**src/rtl/reg_file_pkg.sv**
```systemverilog
// Shared constants for the MIPS register file and its HI/LO sub-block.
package reg_file_pkg;

  localparam int DATA_WIDTH     = 32;
  localparam int REG_ADDR_WIDTH = 5;
  localparam int REG_NUM        = 32;

  localparam logic [DATA_WIDTH-1:0]     ZERO_WORD     = 32'h0000_0000;
  localparam logic [REG_ADDR_WIDTH-1:0] REG_ZERO_ADDR = 5'd0;

endpackage : reg_file_pkg

```
**src/rtl/reg_file_hilo_reg.sv**
```systemverilog
// HI/LO register pair: async active-low clear, joint update, write-through forwarding.
module reg_file_hilo_reg #(
  parameter int DATA_WIDTH = reg_file_pkg::DATA_WIDTH
) (
  input  logic                  clk,
  input  logic                  rst,
  input  logic                  hilo_write_enabler,
  input  logic [DATA_WIDTH-1:0] hi_input,
  input  logic [DATA_WIDTH-1:0] lo_input,
  output logic [DATA_WIDTH-1:0] hi_output,
  output logic [DATA_WIDTH-1:0] lo_output
);
  import reg_file_pkg::*;

  logic [DATA_WIDTH-1:0] hi_q, hi_d;
  logic [DATA_WIDTH-1:0] lo_q, lo_d;

  // Next HI/LO: both halves load together on a strobe, otherwise hold.
  always_comb begin
    hi_d = hi_q;
    lo_d = lo_q;
    if (hilo_write_enabler) begin
      hi_d = hi_input;
      lo_d = lo_input;
    end else begin
      hi_d = hi_q;
      lo_d = lo_q;
    end
  end

  // HI/LO storage, cleared immediately when rst drops.
  always_ff @(posedge clk or negedge rst) begin
    if (!rst) begin
      hi_q <= DATA_WIDTH'(ZERO_WORD);
      lo_q <= DATA_WIDTH'(ZERO_WORD);
    end else begin
      hi_q <= hi_d;
      lo_q <= lo_d;
    end
  end

  // Output mux: zero in reset, forward incoming values during a write, else stored pair.
  always_comb begin
    hi_output = DATA_WIDTH'(ZERO_WORD);
    lo_output = DATA_WIDTH'(ZERO_WORD);
    if (!rst) begin
      hi_output = DATA_WIDTH'(ZERO_WORD);
      lo_output = DATA_WIDTH'(ZERO_WORD);
    end else if (hilo_write_enabler) begin
      hi_output = hi_input;
      lo_output = lo_input;
    end else begin
      hi_output = hi_q;
      lo_output = lo_q;
    end
  end

endmodule : reg_file_hilo_reg

```
**src/rtl/reg_file.sv**
```systemverilog
// MIPS GPR file ($0 hardwired to zero) with two combinational forwarding read
// ports, one clocked write port, and the HI/LO pair.
module reg_file #(
  parameter int DATA_WIDTH = reg_file_pkg::DATA_WIDTH,
  parameter int ADDR_WIDTH = reg_file_pkg::REG_ADDR_WIDTH,
  parameter int REG_NUM    = reg_file_pkg::REG_NUM
) (
  input  logic                  clk,
  input  logic                  rst,
  input  logic                  reg1_read_enabler,
  input  logic [ADDR_WIDTH-1:0] reg1_addr,
  output logic [DATA_WIDTH-1:0] reg1_data,
  input  logic                  reg2_read_enabler,
  input  logic [ADDR_WIDTH-1:0] reg2_addr,
  output logic [DATA_WIDTH-1:0] reg2_data,
  input  logic                  write_enabler,
  input  logic [ADDR_WIDTH-1:0] write_addr,
  input  logic [DATA_WIDTH-1:0] write_data,
  input  logic                  hilo_write_enabler,
  input  logic [DATA_WIDTH-1:0] hi_input,
  input  logic [DATA_WIDTH-1:0] lo_input,
  output logic [DATA_WIDTH-1:0] hi_output,
  output logic [DATA_WIDTH-1:0] lo_output
);
  import reg_file_pkg::*;

  localparam logic [ADDR_WIDTH-1:0] ZERO_ADDR = ADDR_WIDTH'(REG_ZERO_ADDR);
  localparam logic [DATA_WIDTH-1:0] ZERO_DATA = DATA_WIDTH'(ZERO_WORD);

  logic [DATA_WIDTH-1:0] gpr_q [REG_NUM];
  logic [DATA_WIDTH-1:0] gpr_d [REG_NUM];
  logic                  gpr_write_s;

  // A write only counts when it targets a real register; $0 writes vanish here.
  assign gpr_write_s = write_enabler && (write_addr != ZERO_ADDR);

  // Next array contents: hold everything, overwrite the addressed entry, pin $0.
  always_comb begin
    gpr_d = gpr_q;
    if (gpr_write_s) begin
      gpr_d[write_addr] = write_data;
    end else begin
      gpr_d = gpr_q;
    end
    gpr_d[0] = ZERO_DATA;
  end

  // GPR storage; the whole array clears the moment rst drops.
  always_ff @(posedge clk or negedge rst) begin
    if (!rst) begin
      for (int i = 0; i < REG_NUM; i++) begin
        gpr_q[i] <= ZERO_DATA;
      end
    end else begin
      gpr_q <= gpr_d;
    end
  end

  // Read port 1: reset, $0 and disabled reads give zero; same-cycle write is forwarded.
  always_comb begin
    reg1_data = ZERO_DATA;
    if (!rst) begin
      reg1_data = ZERO_DATA;
    end else if (reg1_addr == ZERO_ADDR) begin
      reg1_data = ZERO_DATA;
    end else if (!reg1_read_enabler) begin
      reg1_data = ZERO_DATA;
    end else if (write_enabler && (write_addr == reg1_addr)) begin
      reg1_data = write_data;
    end else begin
      reg1_data = gpr_q[reg1_addr];
    end
  end

  // Read port 2: identical priority to port 1, independent address and enable.
  always_comb begin
    reg2_data = ZERO_DATA;
    if (!rst) begin
      reg2_data = ZERO_DATA;
    end else if (reg2_addr == ZERO_ADDR) begin
      reg2_data = ZERO_DATA;
    end else if (!reg2_read_enabler) begin
      reg2_data = ZERO_DATA;
    end else if (write_enabler && (write_addr == reg2_addr)) begin
      reg2_data = write_data;
    end else begin
      reg2_data = gpr_q[reg2_addr];
    end
  end

  reg_file_hilo_reg #(
    .DATA_WIDTH(DATA_WIDTH)
  ) u_hilo_reg (
    .clk               (clk),
    .rst               (rst),
    .hilo_write_enabler(hilo_write_enabler),
    .hi_input          (hi_input),
    .lo_input          (lo_input),
    .hi_output         (hi_output),
    .lo_output         (lo_output)
  );

endmodule : reg_file

```
**config.mk**
```make
export PLATFORM = sky130hd
export DESIGN_NAME = reg_file
export DESIGN_NICKNAME = d
export VERILOG_FILES = /design/src/rtl/reg_file_pkg.sv /design/src/rtl/reg_file_hilo_reg.sv /design/src/rtl/reg_file.sv
export SDC_FILE = /design/constraint.sdc
export NUM_CORES = 2
export LEC_CHECK = 0
export CAP_MARGIN = 20
export CORE_MARGIN = 3
export CORE_UTILIZATION = 45
export DETAILED_ROUTE_END_ITERATION = 12
export SLEW_MARGIN = 15
export SYNTH_ARGS = -nofsm -noshare
export SYNTH_HDL_FRONTEND = slang
export SYNTH_SLANG_ARGS = --single-unit
```
**constraint.sdc**
```tcl
create_clock -name clk -period 3.45 [get_ports clk]
set_input_delay 0.345 -clock clk [delete_from_list [all_inputs] [get_ports clk]]
set_output_delay 0.345 -clock clk [all_outputs]
set_load 0.03 [all_outputs]
```
---- Yosys cells after proc, flatten, opt, wreduce, memory -nomap -nowiden ----
Index checks and enable logic that the tools add are counted.
storage, ports and cells
  input bits .............................. 117
  output and inout port bits .............. 128
  logic and storage cells ................. 70
  bits in registers ....................... 1056
operators by class
  $lt $le $gt $ge ......................... 4
  bitwise gates (word level) .............. 3
  mux-type cells .......................... 21
  eq/ne operators ......................... 2
  reductions and logical operators ........ 7
operators with widths
  kind                  count
  $bwmux W1024          1
  $mux W32              17
  $bmux W32 S5          2
  $demux W32 S5         1
  $ge A6 B6 Y1 const B  3
  $not A5 Y6            3
  $eq A5 B5 Y1          2
  $logic_not A5 Y1      2
  $lt A6 B1 Y1 const B  1
  $reduce_bool A5 Y1    1
  $logic_and A1 B1 Y1   4

---- Depth between registers and ports, before layout ----
  depth after elaboration ................. 8
  mapped depth ............................ 10
  mapped depth without buffers ............ 5

---- Hierarchy ----
A second synthesis with hierarchy kept.
second synthesis, totals
  cell total of the unflattened synthesis .. 3823
  area, all modules ....................... 56755.7 sq um
by module, submodules not included
  module             cells an instance  instances  area each (sq um)  seq. area each (sq um)
  reg_file           3618               1          53643.9            24823.8
  reg_file_hilo_reg  205                1          3111.7             1601.5

---- Worst setup path before layout ----
OpenSTA, ideal clock, no wires.
  path type ............................... input -> output
  start ................................... in reg2_addr[4]
  end ..................................... out reg2_data[11]
  setup slack ............................. 0.669 ns
  arrival time ............................ 2.436 ns
  data required time ...................... 3.105 ns
  cell stages on the path ................. 7
  path buffers ............................ 2
  cell sequence ........................... buf_2 > nand2b_1 > or2_2 > clkbuf_1 > o22ai_1 > or4_1 > a221oi_1
between the ends
  word-level cells in the longest chain between the ends .. 8
  elaborated cells between the ends (all ways) .. 11
  classes of those cells .................. eq/ne: 1; mux: 7; bitwise: 1; reduce/logical: 2
RTL lines
  item                                         RTL line        RTL
  start: declaration                           reg_file.sv:14  input logic [ADDR_WIDTH-1:0] reg2_addr,
  $not A5 Y6 (not written as such)             reg_file.sv:87  reg2_data = gpr_q[reg2_addr];
  $bmux W32 S5                                 reg_file.sv:87
  $mux W32 (not written as such) (2 in a row)  reg_file.sv:87
  $mux W32                                     reg_file.sv:84  end else if (write_enabler && (write_addr == reg2_addr)) begin
  $mux W32                                     reg_file.sv:82  end else if (!reg2_read_enabler) begin
  $mux W32 (*)                                 reg_file.sv:80  end else if (reg2_addr == ZERO_ADDR) begin
  $mux W32 (*)                                 reg_file.sv:78  if (!rst) begin
  end: declaration                             reg_file.sv:15  output logic [DATA_WIDTH-1:0] reg2_data,
Every way passes the cells marked *; elsewhere a longest branch is shown, timed or not. The select of a mux whose other input is x is not followed.

---- Worst setup path after layout ----
  start ................................... in reg1_addr[4]
  end ..................................... out reg1_data[13]
between the ends
  word-level cells in the longest chain between the ends .. 8
  elaborated cells between the ends (all ways) .. 11
  classes of those cells .................. eq/ne: 1; mux: 7; bitwise: 1; reduce/logical: 2
RTL lines
  item                                         RTL line        RTL
  start: declaration                           reg_file.sv:11  input logic [ADDR_WIDTH-1:0] reg1_addr,
  $not A5 Y6 (not written as such)             reg_file.sv:71  reg1_data = gpr_q[reg1_addr];
  $bmux W32 S5                                 reg_file.sv:71
  $mux W32 (not written as such) (2 in a row)  reg_file.sv:71
  $mux W32                                     reg_file.sv:68  end else if (write_enabler && (write_addr == reg1_addr)) begin
  $mux W32                                     reg_file.sv:66  end else if (!reg1_read_enabler) begin
  $mux W32 (*)                                 reg_file.sv:64  end else if (reg1_addr == ZERO_ADDR) begin
  $mux W32 (*)                                 reg_file.sv:62  if (!rst) begin
  end: declaration                             reg_file.sv:12  output logic [DATA_WIDTH-1:0] reg1_data,
Marks and branches as above.

==> results.ini <==
[outcome]
status=finished with violations
violations=negative setup slack

[layout]
regArea_um2=26400
postLayoutCoreUtil=0.538
multi_input_area_um2=28300
n_fill_cell=10297
drive_gt1_frac=0.496
num-nets-final=4299
synthToLayoutAreaGrowth_pct=18.2
finalNonFillerCells=5916

[yosys]
synth_area_leader_cell=dfrtp_1
ys_seq_area_frac=0.468
synth-edff-count=0
yosysMostFrequentCell=mux2_2
yosysWarnings=0
syn_area_um2=56500
synthAdderAreaFrac=0
synth_top_family_by_area=multiplexers
synth_area_leaders=dfrtp_1, mux2_2, mux4_2, mux2i_1, clkbuf_1
synth-seq-cells=1056
synth_top_area_frac=0.468
synth_mux_area_frac=0.414
synth_xor_area_frac=0.00140
synth-simple-area-share=0.0382
netlist_instances=3948
synth_cell_types=54
avgSynthCellArea_um2=14.3
synth_common_cells=mux2_2, dfrtp_1, mux4_2
synth-compound-area-share=0.0430
synthFlopType=dfrtp_1
syn_nets=4065
async_flop_share=1.00

[sta]
fin_skew_ns=0
max_freq_ghz=0.289
slew_headroom=0.235
rsz0062_at_grt=no
fin_crit_ns=3.46
fin_ws_ns=-0.0104
period_share=1.00
slew_violations=0
tightest_slew_ns=1.13
setup_viol=1
hold_viol=0

[power]
switching_power_uw=10300
p_int_uw=26800
power.density_nw_per_um2=556
ir_drop_mv=0.424
p_leak_uw=0.0285
pwr-share-seq=0.442
clock_power_share=0.342
p_comb_frac=0.216
switching_share=0.277

[grt]
track_usage=0.296
grt_pass1_wl_um=283000
grt_start_max_net_pins=182
overflow=0
met2_usage=0.433
grt_pass1_vias=38973
use_met3=0.0669
met1_usage=0.429
antenna_found_initial=6
grt-busiest-layer=met2

[placement]
dp_cells=5700
portBuffers=244
place.gp.congestion=0.851
dp_hpwl_um=120000

[detailed_routing]
vias=38446
drt_iter0_markers=3672
first_pass_iters=5
finalWirelength_um=192000
ant_nets=0
wire_per_inst_um=32.5
via_per_inst=6.50
post-route-drc-count=0

[flow_run]
cap_violations=0

[clock_network]
cts_setup_buffers=0
cts_tree=yes
insertion_delay_ns=0.73
cts_made_buffers=116
cts_htree_levels=3
clock-root-buffer=clkbuf_16
path_clk_slew_ns=0.06
cts_buffer_depth=3
clock_sinks=1056

[floorplanning]
rows=129
io_pins=245
die_width_um=360
die_y_um=360
start_util=0.455
core_area_um2=124000
design.die.area_um2=130000

[worst_setup_path]
timing.rr.start=gpr_q[444]
required_ns=3.11
reg2reg_depth=1
r2r_setup_slack_ns=2.65
startpoint_type=input port
path_class=in -> out
rr_endpoint=gpr_q[444]
cp.arrival_ns=3.12
end_kind=output pin
path_max_fanout=19

[hold_path]
min_path_type=in -> async

-- repair_timing --
item,in CTS,in global routing
hold endpoints to repair,237,0
gates resized for setup,3,4
hold buffers,1,0
gates cloned,0,0
endpoints found under the setup margin,3,3
-- power groups by stage --
stage	combinational [uW]	clock [uW]	sequential (uW)
floorplan	5690	0	16000
global placement	7850	0	16500
detailed placement	7960	0	16600
CTS	8000	12900	16300
global route	8530	13500	16700
finish	8000	12700	16400
-- metal layers --
metal  up-vias  wire length [um]
li1      15658                 -
met1     20540             82100
met2      1833             84000
met3       411             17500
met4         4              8530
met5         -                31
-- how the worst max path moves through the flow --
stage | start | to | slack [ns] | depth (start not counted)
6_report | reg1_addr[4] | reg1_data[13] | -0.01 | 9
4_1_cts | reg1_addr[1] | reg1_data[18] | 0.0003 | 8
3_5_place_dp | reg2_addr[3] | reg2_data[11] | -0.04 | 9
5_1_grt | gpr_q[977] | reg1_data[17] | 0.05 | 6
2_1_floorplan | reg2_addr[4] | reg2_data[11] | 0.67 | 7
3_3_place_gp | reg2_addr[3] | reg2_data[11] | -0.05 | 9
-- critical path: stages --
cell             delay (ns)
clkdlybuf4s50_1        0.54
buf_12                 0.23
nand2_2                0.14
buf_4                  0.29
nor2_1                 0.10
nor4_1                 0.94
nor3_1                 0.10
nor2_1                 0.25
buf_12                 0.15
-- final cells by class --
type                    count  area share
multi-input cells        2470       0.424
flip-flops and latches   1056       0.396
repair buffers            533      0.0911
clock buffers             182      0.0526
well taps                1637      0.0307
clock inverters            30     0.00521
inverters                   5    0.000281
diodes                      3    0.000112
-- stage by stage --
stage	power, uW	hold WS, ns	instance area (um^2)	setup WS, ns	setup TNS, ns
2_1_floorplan	21700	0.0494	56500	0.669	0
4_1_cts	37300	0.0138	66700	0.000252	0
3_3_place_gp	24300	0.226	62800	-0.0519	-0.127
6_report	37100	0.0602	66800	-0.0104	-0.0104
5_1_grt	38700	0.0663	66800	0.0451	0
3_5_place_dp	24500	0.229	62800	-0.0441	-0.0753
-- cell families (layout without fill, tap and decap cells) --
family | Yosys count | count (layout)
muxes | 1673 | 1673
other | 0 | 3
xor gates and xnor gates | 9 | 9
DFF | 1056 | 1056
buffers and inverters | 422 | 750
AOI/OAI and AO/OA | 353 | 353
and+or+nand+nor | 435 | 435
-- cell usage in the layout (no fill, tap or decap), drive strengths merged, types with 13 or more instances in the layout --
cell and instances:
nand3 27, mux2i 144, a221oi 53, o22ai 113, clkinv 18, nor3 30, nand2 91, buf 362
o311ai 22, nor2 124, clkbuf 182, a21oi 37, nor4 28, a211oi 13, nand2b 23, o21ai 33
a31oi 19, mux2 1112, mux4 417, and2 66, dfrtp 1056, o211ai 16, a22oi 31, clkdlybuf4s50 170
-- registers in the layout, indices dropped and copies added (netlist names) --
signal	cells
u_hilo_reg.hi_q	32
gpr_q	992
u_hilo_reg.lo_q	32
Power figures use the tool's default switching activity.
